==> src/rtl/conv_obuf_if.sv <==
// Beat/pixel bundle between the crossbar partial-sum source, conv_obuf and the next input buffer.
// The slave side is the buffer itself; the master side is whoever drives the beats.
`timescale 1ns/1ps
interface conv_obuf_if #(
    parameter int DATA_SIZE       = 8,
    parameter int ADC_WIDTH       = 8,
    parameter int OUTPUT_CHANNELS = 2,
    parameter int OUT_DATA_SIZE   = 8,
    parameter int COUNT_WIDTH     = (DATA_SIZE == 1) ? 1 : $clog2(DATA_SIZE)
) ();
    logic                       i_valid;
    logic                       o_ready;
    logic [COUNT_WIDTH-1:0]     i_count;
    logic [ADC_WIDTH-1:0]       i_data [OUTPUT_CHANNELS];
    logic [OUT_DATA_SIZE-1:0]   o_data [OUTPUT_CHANNELS];
    logic [OUTPUT_CHANNELS-1:0] o_write_enable;
    logic                       o_error;

    modport slave (
        input  i_valid, i_count, i_data,
        output o_ready, o_data, o_write_enable, o_error
    );

    modport master (
        output i_valid, i_count, i_data,
        input  o_ready, o_data, o_write_enable, o_error
    );
endinterface

==> src/rtl/conv_obuf.sv <==
// Shift-accumulates bit-serial crossbar partial sums per channel, then scales, activates and emits one pixel.
// Optional feature macro CONV_OBUF_RELU_EN: ReLU with unsigned clamp; otherwise signed saturation.
`timescale 1ns/1ps
module conv_obuf #(
    parameter int DATA_SIZE       = 8,
    parameter int ADC_WIDTH       = 8,
    parameter int OUTPUT_CHANNELS = 2,
    parameter int OUT_DATA_SIZE   = 8,
    parameter int OUT_SHIFT       = 0,
    parameter int SIGNED_INPUT    = 1,
    parameter int COUNT_WIDTH     = (DATA_SIZE == 1) ? 1 : $clog2(DATA_SIZE),
    parameter int ACC_WIDTH       = ADC_WIDTH + DATA_SIZE + 1
) (
    input  logic        clk,
    input  logic        rst_n,
    conv_obuf_if.slave  bus
);

    typedef enum logic [1:0] {IDLE, ACCUM, ACTIVATE, EMIT} state_t;

    localparam logic [COUNT_WIDTH-1:0] LAST_IDX = COUNT_WIDTH'(DATA_SIZE - 1);

`ifdef CONV_OBUF_RELU_EN
    localparam logic signed [ACC_WIDTH-1:0] SAT_HI = ACC_WIDTH'((64'sd1 <<< OUT_DATA_SIZE) - 64'sd1);
    localparam logic signed [ACC_WIDTH-1:0] SAT_LO = '0;
`else
    localparam logic signed [ACC_WIDTH-1:0] SAT_HI = ACC_WIDTH'((64'sd1 <<< (OUT_DATA_SIZE - 1)) - 64'sd1);
    localparam logic signed [ACC_WIDTH-1:0] SAT_LO = ACC_WIDTH'(-(64'sd1 <<< (OUT_DATA_SIZE - 1)));
`endif

    state_t                   state, next_state;
    logic [COUNT_WIDTH-1:0]   exp_idx;
    logic signed [ACC_WIDTH-1:0] acc     [OUTPUT_CHANNELS];
    logic signed [ACC_WIDTH-1:0] term    [OUTPUT_CHANNELS];
    logic signed [ACC_WIDTH-1:0] scaled  [OUTPUT_CHANNELS];
    logic [OUT_DATA_SIZE-1:0]    sat_val [OUTPUT_CHANNELS];
    logic [OUT_DATA_SIZE-1:0]    data_q  [OUTPUT_CHANNELS];
    logic                     error_q;
    logic                     ready;
    logic                     accept;
    logic                     in_order;
    logic                     last_beat;
    logic                     first_beat;
    logic                     neg_beat;

    assign ready      = (state == IDLE) || (state == ACCUM);
    assign accept     = bus.i_valid && ready;
    assign in_order   = (bus.i_count == exp_idx);
    assign last_beat  = (bus.i_count == LAST_IDX);
    assign first_beat = (bus.i_count == '0);
    assign neg_beat   = (SIGNED_INPUT != 0) && last_beat;

    assign bus.o_ready        = ready;
    assign bus.o_error        = error_q;
    assign bus.o_data         = data_q;
    assign bus.o_write_enable = (state == EMIT) ? {OUTPUT_CHANNELS{1'b1}} : '0;

    always_ff @(posedge clk or negedge rst_n) begin
        if (!rst_n) state <= IDLE;
        else        state <= next_state;
    end

    always_comb begin
        next_state = state;
        case (state)
            IDLE, ACCUM: begin
                if (accept) begin
                    if (!in_order)     next_state = IDLE;
                    else if (last_beat) next_state = ACTIVATE;
                    else               next_state = ACCUM;
                end
            end
            ACTIVATE: next_state = EMIT;
            EMIT:     next_state = IDLE;
            default:  next_state = IDLE;
        endcase
    end

    // Per-channel weighted beat, scaled accumulator and clamped output value.
    always_comb begin
        for (int c = 0; c < OUTPUT_CHANNELS; c++) begin
            term[c]    = ACC_WIDTH'(bus.i_data[c]) << bus.i_count;
            scaled[c]  = acc[c] >>> OUT_SHIFT;
            sat_val[c] = (scaled[c] > SAT_HI) ? SAT_HI[OUT_DATA_SIZE-1:0] :
                         (scaled[c] < SAT_LO) ? SAT_LO[OUT_DATA_SIZE-1:0] :
                                                scaled[c][OUT_DATA_SIZE-1:0];
        end
    end

    // An out-of-order beat throws away the partial pixel so the next index-0 beat restarts cleanly.
    always_ff @(posedge clk or negedge rst_n) begin
        if (!rst_n) begin
            exp_idx <= '0;
            error_q <= 1'b0;
            for (int c = 0; c < OUTPUT_CHANNELS; c++) begin
                acc[c]    <= '0;
                data_q[c] <= '0;
            end
        end else begin
            if (accept) begin
                if (in_order) begin
                    for (int c = 0; c < OUTPUT_CHANNELS; c++) begin
                        if (first_beat)    acc[c] <= neg_beat ? -term[c] : term[c];
                        else if (neg_beat) acc[c] <= acc[c] - term[c];
                        else               acc[c] <= acc[c] + term[c];
                    end
                    exp_idx <= last_beat ? '0 : exp_idx + COUNT_WIDTH'(1);
                end else begin
                    error_q <= 1'b1;
                    exp_idx <= '0;
                    for (int c = 0; c < OUTPUT_CHANNELS; c++) acc[c] <= '0;
                end
            end
            if (state == ACTIVATE) begin
                for (int c = 0; c < OUTPUT_CHANNELS; c++) data_q[c] <= sat_val[c];
            end
        end
    end

endmodule

==> src/flat_wrapper.sv <==
// flat-port wrapper written by rule: the top's interface ports become plain ports
module conv_obuf_flat 
#(
    parameter int DATA_SIZE       = 8,
    parameter int ADC_WIDTH       = 8,
    parameter int OUTPUT_CHANNELS = 2,
    parameter int OUT_DATA_SIZE   = 8,
    parameter int OUT_SHIFT       = 0,
    parameter int SIGNED_INPUT    = 1,
    parameter int COUNT_WIDTH     = (DATA_SIZE == 1) ? 1 : $clog2(DATA_SIZE),
    parameter int ACC_WIDTH       = ADC_WIDTH + DATA_SIZE + 1
)
  (clk, rst_n, bus_i_valid, bus_i_count, bus_i_data, bus_o_ready, bus_o_data, bus_o_write_enable, bus_o_error);
  conv_obuf_if #(.DATA_SIZE(DATA_SIZE), .ADC_WIDTH(ADC_WIDTH), .OUTPUT_CHANNELS(OUTPUT_CHANNELS), .OUT_DATA_SIZE(OUT_DATA_SIZE), .COUNT_WIDTH(COUNT_WIDTH)) bus_i ();
  input  logic clk;
  input  logic rst_n;
  input wire logic [$bits(bus_i.i_valid)-1:0] bus_i_valid;
  input wire logic [$bits(bus_i.i_count)-1:0] bus_i_count;
  input wire logic [$bits(bus_i.i_data)-1:0] bus_i_data;
  output wire logic [$bits(bus_i.o_ready)-1:0] bus_o_ready;
  output wire logic [$bits(bus_i.o_data)-1:0] bus_o_data;
  output wire logic [$bits(bus_i.o_write_enable)-1:0] bus_o_write_enable;
  output wire logic [$bits(bus_i.o_error)-1:0] bus_o_error;
  assign bus_i.i_valid = bus_i_valid;
  assign bus_i.i_count = bus_i_count;
  assign bus_i.i_data = {>>{bus_i_data}};
  assign bus_o_ready = bus_i.o_ready;
  assign bus_o_data = {>>{bus_i.o_data}};
  assign bus_o_write_enable = bus_i.o_write_enable;
  assign bus_o_error = bus_i.o_error;
  conv_obuf #(.DATA_SIZE(DATA_SIZE), .ADC_WIDTH(ADC_WIDTH), .OUTPUT_CHANNELS(OUTPUT_CHANNELS), .OUT_DATA_SIZE(OUT_DATA_SIZE), .OUT_SHIFT(OUT_SHIFT), .SIGNED_INPUT(SIGNED_INPUT), .COUNT_WIDTH(COUNT_WIDTH), .ACC_WIDTH(ACC_WIDTH)) u_core (.clk(clk), .rst_n(rst_n), .bus(bus_i));
endmodule
==> config.mk <==
export PLATFORM = sky130hd
export DESIGN_NAME = conv_obuf_flat
export DESIGN_NICKNAME = d
export VERILOG_FILES = /design/src/rtl/conv_obuf_if.sv /design/src/rtl/conv_obuf.sv /design/src/flat_wrapper.sv
export SDC_FILE = /design/constraint.sdc
export NUM_CORES = 1
export LEC_CHECK = 0
export ABC_AREA = 0
export CAP_MARGIN = 20
export CORE_UTILIZATION = 72
export CTS_BUF_LIST = sky130_fd_sc_hd__clkbuf_2 sky130_fd_sc_hd__clkbuf_4 sky130_fd_sc_hd__clkbuf_8
export DETAILED_ROUTE_END_ITERATION = 8
export DONT_BUFFER_PORTS = 1
export PLACE_DENSITY = 0.87
export SYNTH_ARGS = -nofsm -noshare
export SYNTH_HDL_FRONTEND = slang
export SYNTH_SLANG_ARGS = --single-unit
==> constraint.sdc <==
create_clock -name clk -period 5.2 [get_ports clk]
set_clock_uncertainty 0.1 [all_clocks]
set_input_delay 0.52 -clock clk [delete_from_list [all_inputs] [get_ports clk]]
set_output_delay 0.52 -clock clk [all_outputs]
set_load 0.01 [all_outputs]
==> flow_summary.ini <==
[yosys]
synth_cell_types = 74
yosysTopAreaCell = dfrtp_1
async_reset_ff_share_pct = 100.0
synth_warnings = 0
syn-num-nets = 785
synth_seq_cells = 56
synth_top_flop_cell = dfrtp_1
syn_area_mm2 = 0.005528
ys_top_cells_by_area = dfrtp_1 25%, ha_1 7.9%, nand2_1 7.1%
synth_area_per_cell_um2 = 7.614
seq_area_frac_synth_pct = 25.35
synth-edff-count = 0
synth.top_cell.area_share_pct = 25.35
synth_cells = 726
yosysMostFrequentCell = nand2_1
synthTopCellsByCount = 104 x nand2_1, 76 x nor2_1, 76 x o21ai_0

[global_routing]
grt_overflow = 0
antenna_found_initial = 0
grt_max_degree = 57
grt_pass1_vias = 4901
gr-usage-all-layers_pct = 39.38
grt_pass1_wl_um = 23760

[finish]
design_area_mm2 = 0.005633
n_fill_cell = 536
multi_input_area_mm2 = 0.003869
drive_gt1_share_pct = 4.701
final_cells = 801
final_nets = 760
num_antenna_cells = 0
syn_to_final_growth_pct = 1.901
seqCellArea_mm2 = 0.001401

[clock_tree]
clock_latency_ns = 0.34
clk_pin_slew_ns = 0.12
post_cts_resized = 0
cts_setup_buffers = 0
cts_hold_buf = 2
cts_buffers = 5
cts_tree = done
clockBufferDepth = 2
clock-sinks = 56
cts_root_buf = clkbuf_8
htree_levels = 2

[power]
p_per_area_mw_per_mm2 = 247.5
ir_drop_mv = 0.1541
power_w = 0.001394
p_leak_nw = 2.516

[setup_path]
crit_chain = inv_1 -> nand2_1 -> a311o_1 -> nor3_1 -> nand4_1 -> o31ai_1 -> a22oi_1 -> ha_1 -> and3_1 -> o2111ai_1 -> a21oi_1 -> o211ai_1 -> a211oi_1 -> o21ai_0 -> mux2i_1
cp-end-kind = register
cp_slowest_stage_delay_ns = 0.38
critPathMaxFanout = 54
cp_data_required_time_ns = 5.37
start_kind = input pin
crit_arrival_ns = 4.13
slowest_stage = a311o_1
worstSetupPathType = in -> reg

[route]
via_per_inst = 6.834
drtPass1Iterations = 5
drtIter0Drc = 556
routed_wl_um = 15630
ant_nets = 0
vias = 5474
routedWlPerCell_um = 19.51
drc = 0

[timing]
rsz0062_at_grt = false
slew_viol_final = 0
maxSlewHeadroom_pct = 33.37
finalHoldViolations = 0
max_freq_mhz = 252.1
fin_crit_sh_pct = 76.29
tightest_slew_ns = 0.9974
setup_viol = 0
setup_tns_ns = 0
period_minus_slack_ns = 3.967

[outcome]
status = finished clean

[place]
port_buffers = 0
placed_area_mm2 = 0.005499
gp_congestion = 0.9441
dp_cells = 791
place_hpwl_um = 11390

[floorplan]
std_cell_rows = 31
pin_count = 42
dieWidth_um = 89.62
start_util_pct = 75.41
die-area_mm2 = 0.008032
coreArea_mm2 = 0.007331
fp.dieH_um = 89.62

[run]
cap_viol_max_count = 0

[min_path]
hold_path_class = in -> reg
-- layer usage --
metal / wire length (um) / vias to the layer above / track usage (%) / share of wire [%]
li1: - / 2545 / - / -
met1: 6519 / 2548 / 53.97 / 42
met2: 6841 / 341 / 60.19 / 44
met3: 1833 / 40 / 8.227 / 12
met4: 437 / 0 / 16.88 / 2.8
met5: 0 / - / 0 / 0
-- per-stage QoR --
step           setup WS (ns)  utilization, %  hold WS (ns)
3_5_place_dp          0.9439           75.01        0.1255
4_1_cts                1.286           76.84        0.1797
5_1_grt               0.9861           76.84        0.1846
6_report               1.233           76.84        0.1900
2_1_floorplan         0.3356               -        0.1244
3_3_place_gp           1.080           75.01        0.1254
-- flip-flops by register name (all words and copies together), names as in the netlist --
register and count:
u_core.acc 34, u_core.bus.o_data 16, u_core.exp_idx 3, u_core.state 2, u_core.bus.o_error 1
-- power by group --
group          internal (W)  switching [W]
Clock             0.0000997       0.000175
Sequential         0.000498      0.0000741
Combinational      0.000225       0.000322
-- layout by cell type (no fill, tap or decap), types with 4 or more instances in the layout --
cell type,instances
nand3_1,19
o21a_1,6
a21oi_1,63
o31ai_1,6
dfrtp_1,56
and3_1,4
ha_1,35
nand4_1,5
buf_4,4
xor2_1,21
a21o_1,14
or3_1,8
nor2_1,76
xnor2_1,24
nand2b_1,9
o22ai_1,4
nor2b_1,16
o21ai_0,76
a211oi_1,5
inv_1,19
o21bai_1,4
nand2_1,104
mux2_2,6
nor3_1,15
clkbuf_8,5
mux2i_1,19
-- critical path: cells and delay by family --
| kind | cells | cell delay (ns) |
|---|---|---|
| compound gates | 8 | 1.77 |
| simple gates | 4 | 0.96 |
| fa+ha+maj | 1 | 0.38 |
| buf+inv | 1 | 0.34 |
| mux | 1 | 0.15 |
-- worst paths after layout --
kind | startpoint | endpoint | slack, ns | cells past startpoint
worst max register to register | u_core.acc[18] | u_core.acc[32] | 2.11 | 9
worst max-delay path | bus_i_count[2] | u_core.acc[33] | 1.23 | 15
min in group asynchronous | rst_n | u_core.acc[31] | 0.57 | 2
worst min-delay path | bus_i_count[0] | u_core.exp_idx[0] | 0.19 | 1
max in group asynchronous | rst_n | u_core.bus.o_data[5] | 4.15 | 2
worst min register to register | u_core.acc[17] | u_core.bus.o_data[8] | 0.44 | 2
-- logic make-up (layout without fill, tap and decap cells) --
logic type,Yosys count,after routing,synth area share (%)
flip-flops,56,56,25.35
buffers and inverters,58,34,4.753
AND/OR/NAND/NOR,278,278,23.13
XOR/XNOR,45,45,7.130
multiplexers,28,28,5.749
adder cells (fa/ha/maj),37,37,8.646
AO/OA/AOI/OAI,224,224,25.24
-- cell type report --
cell class	instances	area share (%)
repair buffers	6	1.199
flip-flops and latches	56	24.88
inverters	20	1.333
well taps	99	2.199
multi-input cells	612	68.68
clock buffers	5	1.222
clock inverters	3	0.4887
Note: power is estimated with default switching activity, not from simulation.
